$ cat config.mk
export PLATFORM = sky130hd
export DESIGN_NAME = pause_dim_ctrl_flat
export DESIGN_NICKNAME = d
export VERILOG_FILES = /design/src/rtl/pause_dim_ctrl_if.sv /design/src/rtl/pause_dim_ctrl.sv /design/src/flat_wrapper.sv
export SDC_FILE = /design/constraint.sdc
export NUM_CORES = 1
export LEC_CHECK = 0
export CORE_MARGIN = 3
export CORE_UTILIZATION = 26
export DETAILED_ROUTE_END_ITERATION = 10
export DONT_BUFFER_PORTS = 1
export GPL_TIMING_DRIVEN = 0
export REMOVE_ABC_BUFFERS = 1
export SLEW_MARGIN = 10
export SYNTH_ARGS = -nofsm -noshare
export SYNTH_HDL_FRONTEND = slang
export SYNTH_SLANG_ARGS = --single-unit
$ cat constraint.sdc
create_clock -name clk -period 1.8 [get_ports clk]
set_input_delay 0.36 -clock clk [delete_from_list [all_inputs] [get_ports clk]]
set_output_delay 0.36 -clock clk [all_outputs]
set_load 0.02 [all_outputs]
$ cat src/rtl/pause_dim_ctrl_if.sv
// Pause/dim control bundle between core-side glue and pause_dim_ctrl.
// master drives requests and video in; slave returns pause and dimmed video.
interface pause_dim_ctrl_if #(
  parameter int NUM_SRC = 2,
  parameter int RW      = 3,
  parameter int GW      = 3,
  parameter int BW      = 2
);
  localparam int CW = RW + GW + BW;

  logic [NUM_SRC-1:0] pause_req;
  logic               user_btn;
  logic               osd_open;
  logic               osd_pause_en;
  logic [CW-1:0]      rgb_in;
  logic [CW-1:0]      rgb_out;
  logic               pause;
  logic               user_paused;
  logic [1:0]         dim_level;

  modport master (
    output pause_req,
    output user_btn,
    output osd_open,
    output osd_pause_en,
    output rgb_in,
    input  rgb_out,
    input  pause,
    input  user_paused,
    input  dim_level
  );

  modport slave (
    input  pause_req,
    input  user_btn,
    input  osd_open,
    input  osd_pause_en,
    input  rgb_in,
    output rgb_out,
    output pause,
    output user_paused,
    output dim_level
  );
endinterface

$ cat src/rtl/pause_dim_ctrl.sv
// Pause combiner with user-pause screen dimming; stepwise fade
// is built only when PAUSE_DIM_FADE_EN is defined.
module pause_dim_ctrl #(
  parameter int NUM_SRC       = 2,
  parameter int DIM_TIMEOUT   = 240000000,
  parameter int FADE_INTERVAL = 1200000,
  parameter int DIM_STEPS     = 2,
  parameter int RW            = 3,
  parameter int GW            = 3,
  parameter int BW            = 2
) (
  input logic             clk,
  input logic             reset,
  pause_dim_ctrl_if.slave bus
);
  localparam int CW = RW + GW + BW;
  localparam int MAXC = (DIM_TIMEOUT > FADE_INTERVAL)
                      ? DIM_TIMEOUT : FADE_INTERVAL;
  localparam int TW = (MAXC > 2) ? $clog2(MAXC) : 1;
  localparam logic [TW-1:0] T_DIM = TW'(DIM_TIMEOUT - 1);
`ifdef PAUSE_DIM_FADE_EN
  localparam logic [TW-1:0] T_FADE = TW'(FADE_INTERVAL - 1);
`endif
  localparam logic [1:0] STEPS = 2'(DIM_STEPS);

  typedef enum logic [1:0] {
    RUN    = 2'd0,
    WAIT   = 2'd1,
`ifdef PAUSE_DIM_FADE_EN
    FADE   = 2'd3,
`endif
    DIMMED = 2'd2
  } state_t;

  state_t             state, state_n;
  logic [TW-1:0]      timer, timer_n;
  logic [1:0]         dim, dim_n;
  logic               btn_q, armed;
  logic               up, up_n, rise;
  logic               pause_q;
  logic [CW-1:0]      rgb_q;
  logic [NUM_SRC-1:0] req;
  logic [RW-1:0]      r;
  logic [GW-1:0]      g;
  logic [BW-1:0]      b;

  assign req = bus.pause_req;
  assign r   = bus.rgb_in[CW-1 -: RW];
  assign g   = bus.rgb_in[GW+BW-1 -: GW];
  assign b   = bus.rgb_in[BW-1:0];

  // armed blocks a button held high across reset release
  assign rise = bus.user_btn & ~btn_q & armed;
  assign up_n = up ^ rise;

  always_comb begin
    state_n = state;
    timer_n = timer;
    dim_n   = dim;
    if (!up_n) begin
      state_n = RUN;
      timer_n = '0;
      dim_n   = '0;
    end else begin
      unique case (state)
        RUN: begin
          state_n = WAIT;
          timer_n = '0;
          dim_n   = '0;
        end
        WAIT: begin
          if (timer == T_DIM) begin
            timer_n = '0;
`ifdef PAUSE_DIM_FADE_EN
            dim_n   = 2'd1;
            state_n = (DIM_STEPS == 1) ? DIMMED : FADE;
`else
            dim_n   = STEPS;
            state_n = DIMMED;
`endif
          end else begin
            timer_n = timer + 1'b1;
          end
        end
`ifdef PAUSE_DIM_FADE_EN
        FADE: begin
          if (timer == T_FADE) begin
            timer_n = '0;
            dim_n   = dim + 2'd1;
            if (dim_n == STEPS) state_n = DIMMED;
          end else begin
            timer_n = timer + 1'b1;
          end
        end
`endif
        DIMMED: dim_n = STEPS;
        default: begin
          state_n = RUN;
          timer_n = '0;
          dim_n   = '0;
        end
      endcase
    end
  end

  always_ff @(posedge clk) begin
    if (reset) begin
      state   <= RUN;
      timer   <= '0;
      dim     <= '0;
      btn_q   <= 1'b0;
      armed   <= 1'b0;
      up      <= 1'b0;
      pause_q <= 1'b0;
      rgb_q   <= '0;
    end else begin
      state   <= state_n;
      timer   <= timer_n;
      dim     <= dim_n;
      btn_q   <= bus.user_btn;
      armed   <= armed | ~bus.user_btn;
      up      <= up_n;
      pause_q <= (|req) | up_n
               | (bus.osd_open & bus.osd_pause_en);
      rgb_q   <= {r >> dim, g >> dim, b >> dim};
    end
  end

  assign bus.pause       = pause_q;
  assign bus.user_paused = up;
  assign bus.dim_level   = dim;
  assign bus.rgb_out     = rgb_q;
endmodule

$ cat src/flat_wrapper.sv
// flat-port wrapper written by rule: the top's interface ports become plain ports
module pause_dim_ctrl_flat 
#(
  parameter int NUM_SRC       = 2,
  parameter int DIM_TIMEOUT   = 240000000,
  parameter int FADE_INTERVAL = 1200000,
  parameter int DIM_STEPS     = 2,
  parameter int RW            = 3,
  parameter int GW            = 3,
  parameter int BW            = 2
)
  (clk, reset, bus_pause_req, bus_user_btn, bus_osd_open, bus_osd_pause_en, bus_rgb_in, bus_rgb_out, bus_pause, bus_user_paused, bus_dim_level);
  pause_dim_ctrl_if #(.NUM_SRC(NUM_SRC), .RW(RW), .GW(GW), .BW(BW)) bus_i ();
  input logic clk;
  input logic reset;
  input wire logic [$bits(bus_i.pause_req)-1:0] bus_pause_req;
  input wire logic [$bits(bus_i.user_btn)-1:0] bus_user_btn;
  input wire logic [$bits(bus_i.osd_open)-1:0] bus_osd_open;
  input wire logic [$bits(bus_i.osd_pause_en)-1:0] bus_osd_pause_en;
  input wire logic [$bits(bus_i.rgb_in)-1:0] bus_rgb_in;
  output wire logic [$bits(bus_i.rgb_out)-1:0] bus_rgb_out;
  output wire logic [$bits(bus_i.pause)-1:0] bus_pause;
  output wire logic [$bits(bus_i.user_paused)-1:0] bus_user_paused;
  output wire logic [$bits(bus_i.dim_level)-1:0] bus_dim_level;
  assign bus_i.pause_req = bus_pause_req;
  assign bus_i.user_btn = bus_user_btn;
  assign bus_i.osd_open = bus_osd_open;
  assign bus_i.osd_pause_en = bus_osd_pause_en;
  assign bus_i.rgb_in = bus_rgb_in;
  assign bus_rgb_out = bus_i.rgb_out;
  assign bus_pause = bus_i.pause;
  assign bus_user_paused = bus_i.user_paused;
  assign bus_dim_level = bus_i.dim_level;
  pause_dim_ctrl #(.NUM_SRC(NUM_SRC), .DIM_TIMEOUT(DIM_TIMEOUT), .FADE_INTERVAL(FADE_INTERVAL), .DIM_STEPS(DIM_STEPS), .RW(RW), .GW(GW), .BW(BW)) u_core (.clk(clk), .reset(reset), .bus(bus_i));
endmodule
Word level (Yosys, flattened, before mapping)
Index checks and enable logic that the tools add are counted.

operators by class
  add/subtract/negate cells = 1
  equal/unequal tests = 4
  shifts and indexed selects = 3
  mux-type cells = 5
  bitwise gates (word level) = 11
  reduce and logical (&&, ||, !) cells = 4

operator list
  cell                     count
  $pmux W28 S2             1
  $add A28 B1 Y28 const B  1
  $eq A28 B28 Y1 const B   1
  $mux W28                 1
  $pmux W2 S3              1
  $shr A3 B2 Y3            2
  $not A1 Y1               4
  $pmux W2 S2              1
  $reduce_or A2 Y1         2
  $and A1 B1 Y1            3
  $or A1 B1 Y1             3
  $eq A2 B1 Y1 const B     1
  $eq A2 B2 Y1 const B     1
  $logic_not A2 Y1         1
  $mux W2                  1
  $ne A2 B1 Y1 const B     1
  $reduce_and A2 Y1        1
  $shr A2 B2 Y2            1
  $xor A1 B1 Y1            1

storage, ports and cells
  flip-flop bits (word level) = 44
  input bits = 15
  output and inout port bits = 12
  logic and storage cells = 36

Longest topological paths before layout
Gate-level depths: netlist of run 1.

  depth after elaboration = 6
  mapped depth = 9
  mapped depth without buffers = 7

Worst setup path before layout of run 1
OpenSTA, ideal clock, no wires.

  path type = register to register
  start point = register u_core.state[0]
  end point = register u_core.timer[19]
  library setup time = 0.115 ns
  arrival = 1.839 ns
  setup slack = -0.154 ns
  cell stages (with the launch flop) = 9
  path buffers = 1
  period minus slack after synthesis = 1.954 ns
  path through = dfxtp_1 inv_1 ha_1 clkbuf_1 nand4b_1 nor4_4 nand4_1 xor2_1 nor2_2

between the ends
  longest elaborated chain between the ends = 2
  elaborated cells between the ends (all ways) = 3
  those cells by class = eq/ne (2); mux (1)

ends and longest elaborated chain
  what                                          RTL line               source
  from (decl)                                   pause_dim_ctrl.sv:35   state_t state, state_n;
  from (signal assigned)                        pause_dim_ctrl.sv:117  state <= state_n;
  $eq A2 B2 Y1 or $eq A2 B1 Y1 (tied branches)  pause_dim_ctrl.sv:65   unique case (state)
  $pmux W28 S2                                  pause_dim_ctrl.sv:65
  to (signal assigned)                          pause_dim_ctrl.sv:118  timer <= timer_n;
  to (decl)                                     pause_dim_ctrl.sv:36   logic [TW-1:0] timer, timer_n;

Several ways; a longest one is shown, not always the timed one.
A chain may end at the register's enable or synchronous reset.

Final worst setup path of run 1
  start point = register u_core.timer[15]
  end point = register u_core.timer[26]

between the ends
  longest elaborated chain between the ends = 3
  elaborated cells between the ends (all ways) = 4
  those cells by class = add/sub (1); eq/ne (1); mux (2)

ends and longest elaborated chain
  what                                               RTL line                                    source
  $add A28 B1 Y28 or $eq A28 B28 Y1 (tied branches)  pause_dim_ctrl.sv:82, pause_dim_ctrl.sv:72
  $mux W28 (*)                                       pause_dim_ctrl.sv:72                        if (timer == T_DIM) begin
  $pmux W28 S2 (*)                                   pause_dim_ctrl.sv:65

Every way passes the cells marked *; elsewhere a longest branch is shown, timed or not.

==> flow_results.xml, run 1 <==
<?xml version="1.0" encoding="UTF-8"?>
<metrics>
  <group name="drt">
    <metric name="postRouteAntennaNets" unit="">0</metric>
    <metric name="detail_route.wl_per_cell" unit="um">12.5</metric>
    <metric name="drt-pass1-iter-count" unit="">4</metric>
    <metric name="via_count" unit="">1438</metric>
    <metric name="detail_route.drc_violations" unit="">0</metric>
    <metric name="route.detailed.vias_per_inst" unit="">4.45</metric>
    <metric name="drt-initial-drc-count" unit="">65</metric>
    <metric name="total_wirelength" unit="um">4040</metric>
  </group>
  <group name="hold_path">
    <metric name="hold_path_startpoint" unit="">reset</metric>
    <metric name="min_path_type" unit="">input pin to flop</metric>
    <metric name="hold-path-cell-count" unit="">1</metric>
    <metric name="whs_endpoint" unit="">u_core.btn_q</metric>
  </group>
  <group name="final_layout">
    <metric name="area.growth.synth_to_final" unit="%">21.5</metric>
    <metric name="core_occupancy_in_the_finished_layout" unit="%">33.1</metric>
    <metric name="stdcell_count" unit="">323</metric>
    <metric name="multiInputGateArea" unit="um2">1170</metric>
    <metric name="design_area" unit="um2">2420</metric>
    <metric name="num_antenna_cells" unit="">0</metric>
    <metric name="num-nets-final" unit="">242</metric>
    <metric name="nFillCells" unit="">732</metric>
    <metric name="regArea" unit="um2">871</metric>
    <metric name="post_route_cells_drive_above_1_share" unit="%">32.1</metric>
  </group>
  <group name="floorplan">
    <metric name="num_io_pins" unit="">27</metric>
    <metric name="fp.coreArea" unit="um2">7330</metric>
    <metric name="core.rowCount" unit="">31</metric>
    <metric name="die_w" unit="um">93.6</metric>
    <metric name="die_height" unit="um">93.6</metric>
    <metric name="starting_utilization_of_the_core_area" unit="%">27.2</metric>
    <metric name="die_area" unit="um2">8760</metric>
  </group>
  <group name="setup_path">
    <metric name="worstPathRequired" unit="ns">1.99</metric>
    <metric name="timing.critical_path.from_type" unit="">flop</metric>
    <metric name="worstPathMaxFanout" unit="">7</metric>
    <metric name="reg2reg_setup_slack" unit="ns">-0.01</metric>
    <metric name="r2r_end" unit="">u_core.timer[26]</metric>
    <metric name="critPathCaptureType" unit="">flop</metric>
    <metric name="timing.critical_path.arrival" unit="ns">2.00</metric>
    <metric name="timing.setup.critical_path_class" unit="">flop to flop</metric>
    <metric name="ff2ff_path_depth" unit="">5</metric>
    <metric name="crit-reg2reg-launch" unit="">u_core.timer[15]</metric>
  </group>
  <group name="timing">
    <metric name="finalSetupViolations" unit="">4</metric>
    <metric name="maxSlewHeadroom" unit="%">66.5</metric>
    <metric name="rsz0062_at_grt" unit="">yes</metric>
    <metric name="fmaxAchievable" unit="GHz">0.551</metric>
    <metric name="finalHoldWorstSlack" unit="ns">0.121</metric>
    <metric name="postLayoutSetupSlackWorst" unit="ns">-0.0138</metric>
    <metric name="worst_clock_skew" unit="ns">0.00712</metric>
    <metric name="fin_crit_sh" unit="%">101</metric>
    <metric name="finalWorstPathRequiredPeriod" unit="ns">1.81</metric>
    <metric name="tns" unit="ns">-0.0260</metric>
    <metric name="report.final.slew_viol_count" unit="">0</metric>
    <metric name="final-hold-violation-count" unit="">0</metric>
    <metric name="tightest_slew" unit="ns">0.501</metric>
  </group>
  <group name="placement">
    <metric name="dpl.hpwl" unit="um">2390</metric>
    <metric name="count_of_port_buffers_added_during_placement" unit="">0</metric>
    <metric name="numPlacedInstances" unit="">297</metric>
    <metric name="placer_congestion_estimate" unit="">0.708</metric>
    <metric name="place_area" unit="um2">2030</metric>
  </group>
  <group name="grt">
    <metric name="number_of_antenna_violations_at_the_first_check_in_global_routing" unit="">0</metric>
    <metric name="globalRoute.totalOverflow" unit="">0</metric>
    <metric name="vias_in_the_first_global_route" unit="">1483</metric>
    <metric name="grt_pass1_wl" unit="um">6800</metric>
    <metric name="grt_max_degree" unit="">14</metric>
    <metric name="groute.usage.overall" unit="%">9.77</metric>
  </group>
  <group name="cts">
    <metric name="cts_num_sinks" unit="">43</metric>
    <metric name="max-clock-path-buffers" unit="">2</metric>
    <metric name="clkSlewWorstSetupHoldPaths" unit="ns">0.08</metric>
    <metric name="worst_skew_pair.late_latency" unit="ns">0.30</metric>
    <metric name="htree_num_levels" unit="">2</metric>
    <metric name="cts_tree" unit="">built</metric>
    <metric name="tritoncts.num_buffers" unit="">5</metric>
    <metric name="root_buffer_master" unit="">clkbuf_8</metric>
    <metric name="holdBufCountCts" unit="">0</metric>
  </group>
  <group name="synthesis">
    <metric name="number_of_flops_mapped_to_enable_cells_by_yosys" unit="">0</metric>
    <metric name="xor_xnor_share_of_the_synthesized_area" unit="%">11.0</metric>
    <metric name="synth-compound-area-share" unit="%">4.39</metric>
    <metric name="async_reset_ff_share" unit="%">0</metric>
    <metric name="synth_seq_area_share" unit="%">43.1</metric>
    <metric name="postSynthCellCount" unit="">206</metric>
    <metric name="synth_top_area_share" unit="%">43.1</metric>
    <metric name="synth.most_common_cell" unit="">dfxtp_1</metric>
    <metric name="synth_top_family_by_area" unit="">simple AND/OR/NAND/NOR gates</metric>
    <metric name="synth.cell_area" unit="um2">2000</metric>
    <metric name="synth-adder-area-share" unit="%">2.51</metric>
    <metric name="post_synth.cell_area_avg" unit="um2">9.69</metric>
    <metric name="yosys.cell_types.count" unit="">44</metric>
    <metric name="synth_flop_cell" unit="">dfxtp_1</metric>
    <metric name="synth-simple-area-share" unit="%">32.0</metric>
    <metric name="yosysWarnings" unit="">0</metric>
    <metric name="synth.largest_area_cell" unit="">dfxtp_1</metric>
    <metric name="commonest_cells_in_the_netlist" unit="">43 x dfxtp_1, 23 x nor2_1, 17 x nand2_1</metric>
    <metric name="synth.top_cells.by_area" unit="">dfxtp_1 43%, xor2_1 6.6%, nor2_2 4.7%</metric>
    <metric name="muxShareOfSynthArea" unit="%">1.50</metric>
    <metric name="postSynthRegisterBits" unit="">43</metric>
  </group>
  <group name="pwr">
    <metric name="worst_ir_drop_vdd" unit="uV">273</metric>
    <metric name="power.density" unit="nW/um2">754</metric>
    <metric name="power.static_leakage" unit="nW">0.823</metric>
  </group>
  <group name="status">
    <metric name="outcome" unit="">complete, but fails checks</metric>
    <metric name="failed_checks" unit="">setup timing</metric>
  </group>
  <group name="job">
    <metric name="timing.max_cap.violations" unit="">0</metric>
  </group>
</metrics>
## how the worst max path moves through the flow
stage                     depth (start not counted)               end  slack, ns              startpoint
after CTS                                         4  u_core.timer[24]      0.002  u_core.bus.user_paused
final                                             5  u_core.timer[26]      -0.01        u_core.timer[15]
after global routing                              8  u_core.timer[27]      -0.09         u_core.state[0]
after floorplan                                   6  u_core.timer[24]       -0.1         u_core.state[0]
after global placement                            7  u_core.timer[19]      -0.43         u_core.state[0]
after detailed placement                          7  u_core.timer[27]      -0.46         u_core.state[0]
## metrics by stage
step	power, mW	worst slack [ns]
after floorplan	1.05	-0.0979
after CTS	1.84	0.00171
after global placement	1.06	-0.432
final	1.83	-0.0138
after detailed placement	1.06	-0.464
after global routing	1.90	-0.0905
## report_power, final
part           switching (mW)  internal [mW]
clock network           0.330          0.449
registers              0.0269          0.969
logic                  0.0321         0.0224
## final cells by class
type                       instances  area share [%]
multi-input combinational        155            48.3
sequential                        43            35.9
timing repair buffer              14            5.21
tap                               99            5.11
clock buffer                       6            3.41
clock inverter                     2            1.44
inverter                           4           0.619
## cells in the final DEF, fill, tap and decap left out, types with 2 or more instances in the layout
cell / instances
nand4_1: 9
nor3_1: 3
and2_1: 6
buf_4: 11
and3_1: 5
dfxtp_1: 35
dfxtp_2: 8
nor4_4: 3
clkbuf_8: 6
mux2i_1: 3
ha_1: 2
nor2_1: 18
and4_1: 2
o21a_1: 2
a211oi_1: 2
nand2_1: 16
or4_4: 3
a21oi_1: 2
nor3_2: 2
nor2_2: 19
xor2_1: 14
nor2b_1: 2
nand3_1: 5
xnor2_1: 10
inv_1: 3
nand2b_4: 4
## metal layers
metal,global-route usage (%),vias to the layer above,share of wire (%)
li1,-,740,-
met1,10.7,676,43
met2,17.1,12,53
met3,2.09,10,1.4
met4,5.90,0,2.8
met5,0,-,0
## sequential cells by signal, summed over array words and instances, names as in the netlist
register                cells
u_core.bus.rgb_out          8
u_core.timer               28
u_core.bus.pause            1
u_core.armed                1
u_core.bus.user_paused      1
u_core.btn_q                1
u_core.state                2
u_core.bus.dim_level        1
## cells by family (layout without fill, tap and decap cells)
kind of cell / count (synthesis) / after routing
compound gates: 12 / 12
xor+xnor: 25 / 25
fa+ha+maj: 4 / 4
buf+inv: 12 / 26
flops: 43 / 43
mux: 3 / 3
other cells: 1 / 1
simple gates: 106 / 110
## critical path: stages, from the launching register on
cell      delay (ns)
dfxtp_2         0.34
or4_4           0.55
nor3b_4         0.22
and4_4          0.30
nand2b_4        0.23
nor2_1          0.07
## timing repair
item,in CTS,in global routing
cloned,4,0
pin swaps,5,24
endpoints found under the setup margin,26,26
endpoints found under the hold margin,0,0
buffers inserted,5,9
resized for setup,18,15
Power figures use the tool's default switching activity.
==> run 2: changes to the inputs <==
- CTS_CLUSTER_SIZE: unset -> 14
- GPL_TIMING_DRIVEN: 0 -> unset
==> flow_results.xml, run 2 (same netlist as run 1, synthesis figures left out) <==
<?xml version="1.0" encoding="UTF-8"?>
<metrics>
  <group name="placement">
    <metric name="place_area" unit="um2">2260</metric>
    <metric name="numPlacedInstances" unit="">324</metric>
    <metric name="count_of_port_buffers_added_during_placement" unit="">0</metric>
    <metric name="place_worst_setup_slack" unit="ns">-0.0587</metric>
    <metric name="dpl.hpwl" unit="um">2680</metric>
    <metric name="placer_congestion_estimate" unit="">0.729</metric>
  </group>
  <group name="floorplan">
    <metric name="starting_utilization_of_the_core_area" unit="%">27.2</metric>
    <metric name="die_height" unit="um">93.6</metric>
    <metric name="num_io_pins" unit="">27</metric>
    <metric name="core.rowCount" unit="">31</metric>
    <metric name="die_area" unit="um2">8760</metric>
    <metric name="die_w" unit="um">93.6</metric>
    <metric name="fp.coreArea" unit="um2">7330</metric>
  </group>
  <group name="pwr">
    <metric name="totalPowerFinal" unit="mW">1.72</metric>
    <metric name="power_switching" unit="mW">0.373</metric>
    <metric name="power.static_leakage" unit="nW">0.862</metric>
    <metric name="clock_power_share" unit="%">38.8</metric>
    <metric name="share_comb_of_total_power" unit="%">3.5</metric>
    <metric name="internal-power" unit="mW">1.35</metric>
    <metric name="power.density" unit="nW/um2">701</metric>
    <metric name="seq_power_share" unit="%">57.7</metric>
    <metric name="power.share.switching" unit="%">21.7</metric>
    <metric name="worst_ir_drop_vdd" unit="uV">233</metric>
  </group>
  <group name="grt">
    <metric name="use_met2" unit="%">14.2</metric>
    <metric name="globalRoute.totalOverflow" unit="">0</metric>
    <metric name="gr-usage-met1" unit="%">10.7</metric>
    <metric name="grt_pass1_wl" unit="um">6100</metric>
    <metric name="grt_most_used_layer" unit="">met2</metric>
    <metric name="m3_gr_usage" unit="%">1.93</metric>
    <metric name="grt_max_degree" unit="">15</metric>
    <metric name="groute.usage.overall" unit="%">8.66</metric>
    <metric name="vias_in_the_first_global_route" unit="">1383</metric>
    <metric name="number_of_antenna_violations_at_the_first_check_in_global_routing" unit="">0</metric>
  </group>
  <group name="cts">
    <metric name="cts_tree" unit="">built</metric>
    <metric name="cts_num_sinks" unit="">43</metric>
    <metric name="root_buffer_master" unit="">clkbuf_8</metric>
    <metric name="clkSlewWorstSetupHoldPaths" unit="ns">0.08</metric>
    <metric name="max-clock-path-buffers" unit="">2</metric>
    <metric name="tritoncts.num_buffers" unit="">5</metric>
    <metric name="holdBufCountCts" unit="">0</metric>
    <metric name="htree_num_levels" unit="">2</metric>
    <metric name="worst_skew_pair.late_latency" unit="ns">0.30</metric>
  </group>
  <group name="drt">
    <metric name="via_count" unit="">1470</metric>
    <metric name="detail_route.drc_violations" unit="">0</metric>
    <metric name="drt-initial-drc-count" unit="">50</metric>
    <metric name="total_wirelength" unit="um">3820</metric>
    <metric name="drt-pass1-iter-count" unit="">4</metric>
    <metric name="detail_route.wl_per_cell" unit="um">11.4</metric>
    <metric name="route.detailed.vias_per_inst" unit="">4.39</metric>
    <metric name="postRouteAntennaNets" unit="">0</metric>
  </group>
  <group name="timing">
    <metric name="tns" unit="ns">0</metric>
    <metric name="finalWorstPathRequiredPeriod" unit="ns">1.79</metric>
    <metric name="worst_clock_skew" unit="ns">0.00531</metric>
    <metric name="final-hold-violation-count" unit="">0</metric>
    <metric name="finalSetupViolations" unit="">0</metric>
    <metric name="fin_crit_sh" unit="%">99.3</metric>
    <metric name="postLayoutSetupSlackWorst" unit="ns">0.0123</metric>
    <metric name="report.final.slew_viol_count" unit="">0</metric>
    <metric name="rsz0062_at_grt" unit="">yes</metric>
    <metric name="fmaxAchievable" unit="GHz">0.559</metric>
  </group>
  <group name="final_layout">
    <metric name="stdcell_count" unit="">335</metric>
    <metric name="design_area" unit="um2">2450</metric>
    <metric name="area.growth.synth_to_final" unit="%">22.9</metric>
    <metric name="num_antenna_cells" unit="">0</metric>
    <metric name="most_frequent_standard_cell_in_the_layout_excluding_fill_and_tap_cells" unit="">dfxtp_1</metric>
    <metric name="nFillCells" unit="">740</metric>
    <metric name="regMostFlops" unit="">u_core.timer</metric>
    <metric name="largest_register_ff_count" unit="">28</metric>
    <metric name="most-common-layout-cells" unit="">40 x dfxtp_1, 25 x buf_4, 22 x nor2_1, 16 x nand2_1, 16 x nor2_2</metric>
    <metric name="num-nets-final" unit="">254</metric>
    <metric name="post_route_cells_drive_above_1_share" unit="%">31.8</metric>
  </group>
  <group name="setup_path">
    <metric name="timing.setup.critical_path_class" unit="">flop to flop</metric>
    <metric name="r2r_end" unit="">u_core.timer[7]</metric>
    <metric name="worstSetupEndpoint" unit="">u_core.timer[7]</metric>
    <metric name="crit-reg2reg-launch" unit="">u_core.timer[14]</metric>
    <metric name="reg2reg_setup_slack" unit="ns">0.01</metric>
    <metric name="worstPathMaxFanout" unit="">7</metric>
    <metric name="worstPathRequired" unit="ns">1.99</metric>
    <metric name="critPathCaptureType" unit="">flop</metric>
    <metric name="timing.critical_path.from" unit="">u_core.timer[14]</metric>
    <metric name="timing.critical_path.from_type" unit="">flop</metric>
    <metric name="timing.critical_path.arrival" unit="ns">1.98</metric>
    <metric name="ff2ff_path_depth" unit="">6</metric>
  </group>
  <group name="hold_path">
    <metric name="min_path_type" unit="">input pin to flop</metric>
  </group>
  <group name="job">
    <metric name="timing.max_cap.violations" unit="">0</metric>
  </group>
  <group name="status">
    <metric name="outcome" unit="">finished clean</metric>
  </group>
</metrics>
run 2: cell count changes in the layout (fill, tap and decap cells not counted), moves of 3 or more:
cell and delta:
nor2_1 +4, nand2b_4 -3, dfxtp_2 -5, buf_4 +14, dfxtp_1 +5, nor2_2 -3, nor3_2 +3
run 2: final cells by class:
class                      instances  area [um2]  share of cell area (%)
inverter                           4        15.0                   0.612
clock buffer                       8         100                    4.08
multi-input combinational        152        1090                    44.3
timing repair buffer              29         264                    10.8
sequential                        43         865                    35.2
tap                               99         124                    5.05
run 2: power groups by stage:
stage,Sequential [mW],Clock [mW],Combinational [mW]
after detailed placement,1.02,0,0.0577
after CTS,0.992,0.683,0.0583
after floorplan,1.01,0,0.0350
after global routing,0.994,0.720,0.0669
after global placement,1.01,0,0.0568
final,0.992,0.668,0.0601
run 2: metal layers:
layer	vias up	share of wire (%)
met3	7	1.7
li1	762	-
met4	0	1.9
met1	693	46
met5	-	0
met2	8	50
run 2: worst min path at each step:
stage          cells past startpoint  slack, ns                to    startpoint
6_report                           1       0.12  u_core.bus.pause         reset
5_1_grt                            1       0.11      u_core.armed         reset
4_1_cts                            1       0.12  u_core.bus.pause         reset
3_5_place_dp                       1       0.43  u_core.bus.pause         reset
3_3_place_gp                       1       0.43  u_core.bus.pause         reset
2_1_floorplan                      2       0.42      u_core.armed  u_core.armed
run 2: critical path, cell delays in order (launching register included):
cell and delay, ns:
dfxtp_1 0.32, or4_4 0.53, nor3b_2 0.21, and4_4 0.24, nand2b_4 0.18, clkbuf_16 0.17, nor2_1 0.04
run 2: timing repair:
| action | CTS | global route |
|---|---|---|
| gates resized for setup | 1 | 15 |
| pin swaps | 3 | 3 |
| setup buffers | 1 | 0 |
| gates cloned | 0 | 2 |
| endpoints found under the setup margin | 10 | 22 |
run 2: stage by stage:
stage                     util (%)  hold WS (ns)
after floorplan                  -         0.424
after global placement        30.8         0.431
after detailed placement      30.8         0.433
after CTS                     32.3         0.115
after global routing          33.5         0.111
final                         33.5         0.119
==> run 3: changes to the inputs <==
- CORE_MARGIN: 3 -> 8
==> flow_results.xml, run 3 (same netlist as run 1, synthesis figures left out) <==
<?xml version="1.0" encoding="UTF-8"?>
<metrics>
  <group name="setup_path">
    <metric name="reg2reg_setup_slack" unit="ns">0.02</metric>
    <metric name="ff2ff_path_depth" unit="">6</metric>
    <metric name="critPathCaptureType" unit="">flop</metric>
    <metric name="r2r_end" unit="">u_core.timer[5]</metric>
    <metric name="timing.critical_path.arrival" unit="ns">1.97</metric>
    <metric name="worstPathMaxFanout" unit="">14</metric>
    <metric name="timing.critical_path.from_type" unit="">flop</metric>
    <metric name="crit-reg2reg-launch" unit="">u_core.timer[14]</metric>
    <metric name="timing.setup.critical_path_class" unit="">flop to flop</metric>
    <metric name="worstPathRequired" unit="ns">1.98</metric>
  </group>
  <group name="drt">
    <metric name="detail_route.wl_per_cell" unit="um">11.3</metric>
    <metric name="via_count" unit="">1435</metric>
    <metric name="detail_route.drc_violations" unit="">0</metric>
    <metric name="postRouteAntennaNets" unit="">0</metric>
    <metric name="drt-initial-drc-count" unit="">64</metric>
    <metric name="route.detailed.vias_per_inst" unit="">4.28</metric>
    <metric name="drt-pass1-iter-count" unit="">4</metric>
    <metric name="total_wirelength" unit="um">3800</metric>
  </group>
  <group name="hold_path">
    <metric name="hold-path-cell-count" unit="">1</metric>
    <metric name="min_path_type" unit="">input pin to flop</metric>
    <metric name="whs_endpoint" unit="">u_core.bus.pause</metric>
    <metric name="hold_path_startpoint" unit="">reset</metric>
  </group>
  <group name="pwr">
    <metric name="worst_ir_drop_vdd" unit="uV">251</metric>
    <metric name="power.density" unit="nW/um2">685</metric>
    <metric name="power.static_leakage" unit="nW">0.846</metric>
    <metric name="totalPowerFinal" unit="mW">1.64</metric>
  </group>
  <group name="final_layout">
    <metric name="area.growth.synth_to_final" unit="%">19.9</metric>
    <metric name="nFillCells" unit="">788</metric>
    <metric name="largest_register_ff_count" unit="">28</metric>
    <metric name="design_area" unit="um2">2390</metric>
    <metric name="multiInputGateArea" unit="um2">1070</metric>
    <metric name="most_frequent_standard_cell_in_the_layout_excluding_fill_and_tap_cells" unit="">dfxtp_1</metric>
    <metric name="num-nets-final" unit="">251</metric>
    <metric name="num_antenna_cells" unit="">0</metric>
    <metric name="regArea" unit="um2">866</metric>
    <metric name="most-common-layout-cells" unit="">39 x dfxtp_1, 25 x buf_4, 22 x nor2_1, 17 x nand2_1, 16 x nor2_2</metric>
    <metric name="post_route_cells_drive_above_1_share" unit="%">29.6</metric>
    <metric name="regMostFlops" unit="">u_core.timer</metric>
  </group>
  <group name="placement">
    <metric name="place_area" unit="um2">2250</metric>
    <metric name="dpl.hpwl" unit="um">2790</metric>
    <metric name="placer_congestion_estimate" unit="">0.753</metric>
    <metric name="count_of_port_buffers_added_during_placement" unit="">0</metric>
  </group>
  <group name="grt">
    <metric name="grt_max_degree" unit="">15</metric>
    <metric name="globalRoute.totalOverflow" unit="">0</metric>
    <metric name="vias_in_the_first_global_route" unit="">1391</metric>
    <metric name="number_of_antenna_violations_at_the_first_check_in_global_routing" unit="">0</metric>
    <metric name="grt_pass1_wl" unit="um">6470</metric>
    <metric name="groute.usage.overall" unit="%">7.33</metric>
  </group>
  <group name="timing">
    <metric name="finalWorstPathRequiredPeriod" unit="ns">1.78</metric>
    <metric name="fin_crit_sh" unit="%">99.1</metric>
    <metric name="final-hold-violation-count" unit="">0</metric>
    <metric name="tns" unit="ns">0</metric>
    <metric name="finalSetupViolations" unit="">0</metric>
    <metric name="worst_clock_skew" unit="ns">0.00946</metric>
    <metric name="rsz0062_at_grt" unit="">yes</metric>
    <metric name="finalHoldWorstSlack" unit="ns">0.121</metric>
    <metric name="report.final.slew_viol_count" unit="">0</metric>
    <metric name="fmaxAchievable" unit="GHz">0.560</metric>
  </group>
  <group name="cts">
    <metric name="worst_skew_pair.late_latency" unit="ns">0.30</metric>
    <metric name="max-clock-path-buffers" unit="">2</metric>
    <metric name="cts_tree" unit="">built</metric>
    <metric name="tritoncts.num_buffers" unit="">5</metric>
    <metric name="htree_num_levels" unit="">2</metric>
    <metric name="clkSlewWorstSetupHoldPaths" unit="ns">0.08</metric>
    <metric name="root_buffer_master" unit="">clkbuf_8</metric>
    <metric name="holdBufCountCts" unit="">0</metric>
    <metric name="cts_num_sinks" unit="">43</metric>
  </group>
  <group name="floorplan">
    <metric name="die_area" unit="um2">10700</metric>
    <metric name="die_height" unit="um">104</metric>
    <metric name="fp.coreArea" unit="um2">7570</metric>
    <metric name="num_io_pins" unit="">27</metric>
    <metric name="die_w" unit="um">104</metric>
    <metric name="core.rowCount" unit="">32</metric>
    <metric name="starting_utilization_of_the_core_area" unit="%">26.4</metric>
  </group>
  <group name="job">
    <metric name="timing.max_cap.violations" unit="">0</metric>
  </group>
  <group name="status">
    <metric name="outcome" unit="">finished clean</metric>
  </group>
</metrics>
run 3: changes by cell type in the layout (fill, tap and decap cells not counted), sizes merged:
cell    change
clkbuf      -2
buf         -1
or4         -1
clkinv      +1
run 3: layout make-up:
class	count	area share, %
tap	102	5.33
inverter	4	0.628
sequential	43	36.2
clock buffer	7	3.19
multi-input combinational	151	44.9
timing repair buffer	27	9.52
clock inverter	1	0.209
run 3: critical path: stages (launching register included):
cell and delay, ns:
dfxtp_2 0.32, or4_4 0.54, nor3b_4 0.21, and4_4 0.25, nand2b_4 0.15, buf_12 0.15, nor2_1 0.05
run 3: timing repair:
item / 4_1_cts / 5_1_grt
resized for setup: 3 / 11
endpoints found under the hold margin: 0 / 0
pin swaps: 3 / 4
setup buffers: 0 / 1
endpoints found under the setup margin: 16 / 29
run 3: through the flow:
stage | instances | utilization [%] | setup WS, ns
after floorplan | 198 | - | -0.0979
after global placement | 326 | 29.8 | -0.0276
after detailed placement | 326 | 29.8 | -0.0337
after CTS | 334 | 31.1 | 0.00753
after global routing | 335 | 31.6 | -0.0719
final | 335 | 31.6 | 0.0157
run 3: power by group:
part,switching (mW),total (mW),internal [mW]
combinational,0.0318,0.0606,0.0288
clock,0.313,0.585,0.272
sequential,0.0228,0.992,0.969
run 3: how the worst max path moves through the flow:
stage	from	endpoint	slack, ns	cells after the start
2_1_floorplan	u_core.state[0]	u_core.timer[24]	-0.1	6
3_3_place_gp	u_core.state[0]	u_core.timer[24]	-0.03	6
3_5_place_dp	u_core.state[0]	u_core.timer[24]	-0.03	6
4_1_cts	u_core.timer[0]	u_core.timer[12]	0.008	7
5_1_grt	u_core.timer[14]	u_core.timer[6]	-0.07	6
6_report	u_core.timer[14]	u_core.timer[5]	0.02	6
run 3: layer usage:
| layer | global-route usage [%] | up-vias | wire length, um |
|---|---|---|---|
| li1 | - | 756 | - |
| met5 | 0 | - | 0 |
| met1 | 8.65 | 638 | 1800 |
| met3 | 3.41 | 5 | 276 |
| met4 | 2.83 | 0 | 49 |
| met2 | 11.3 | 36 | 1670 |
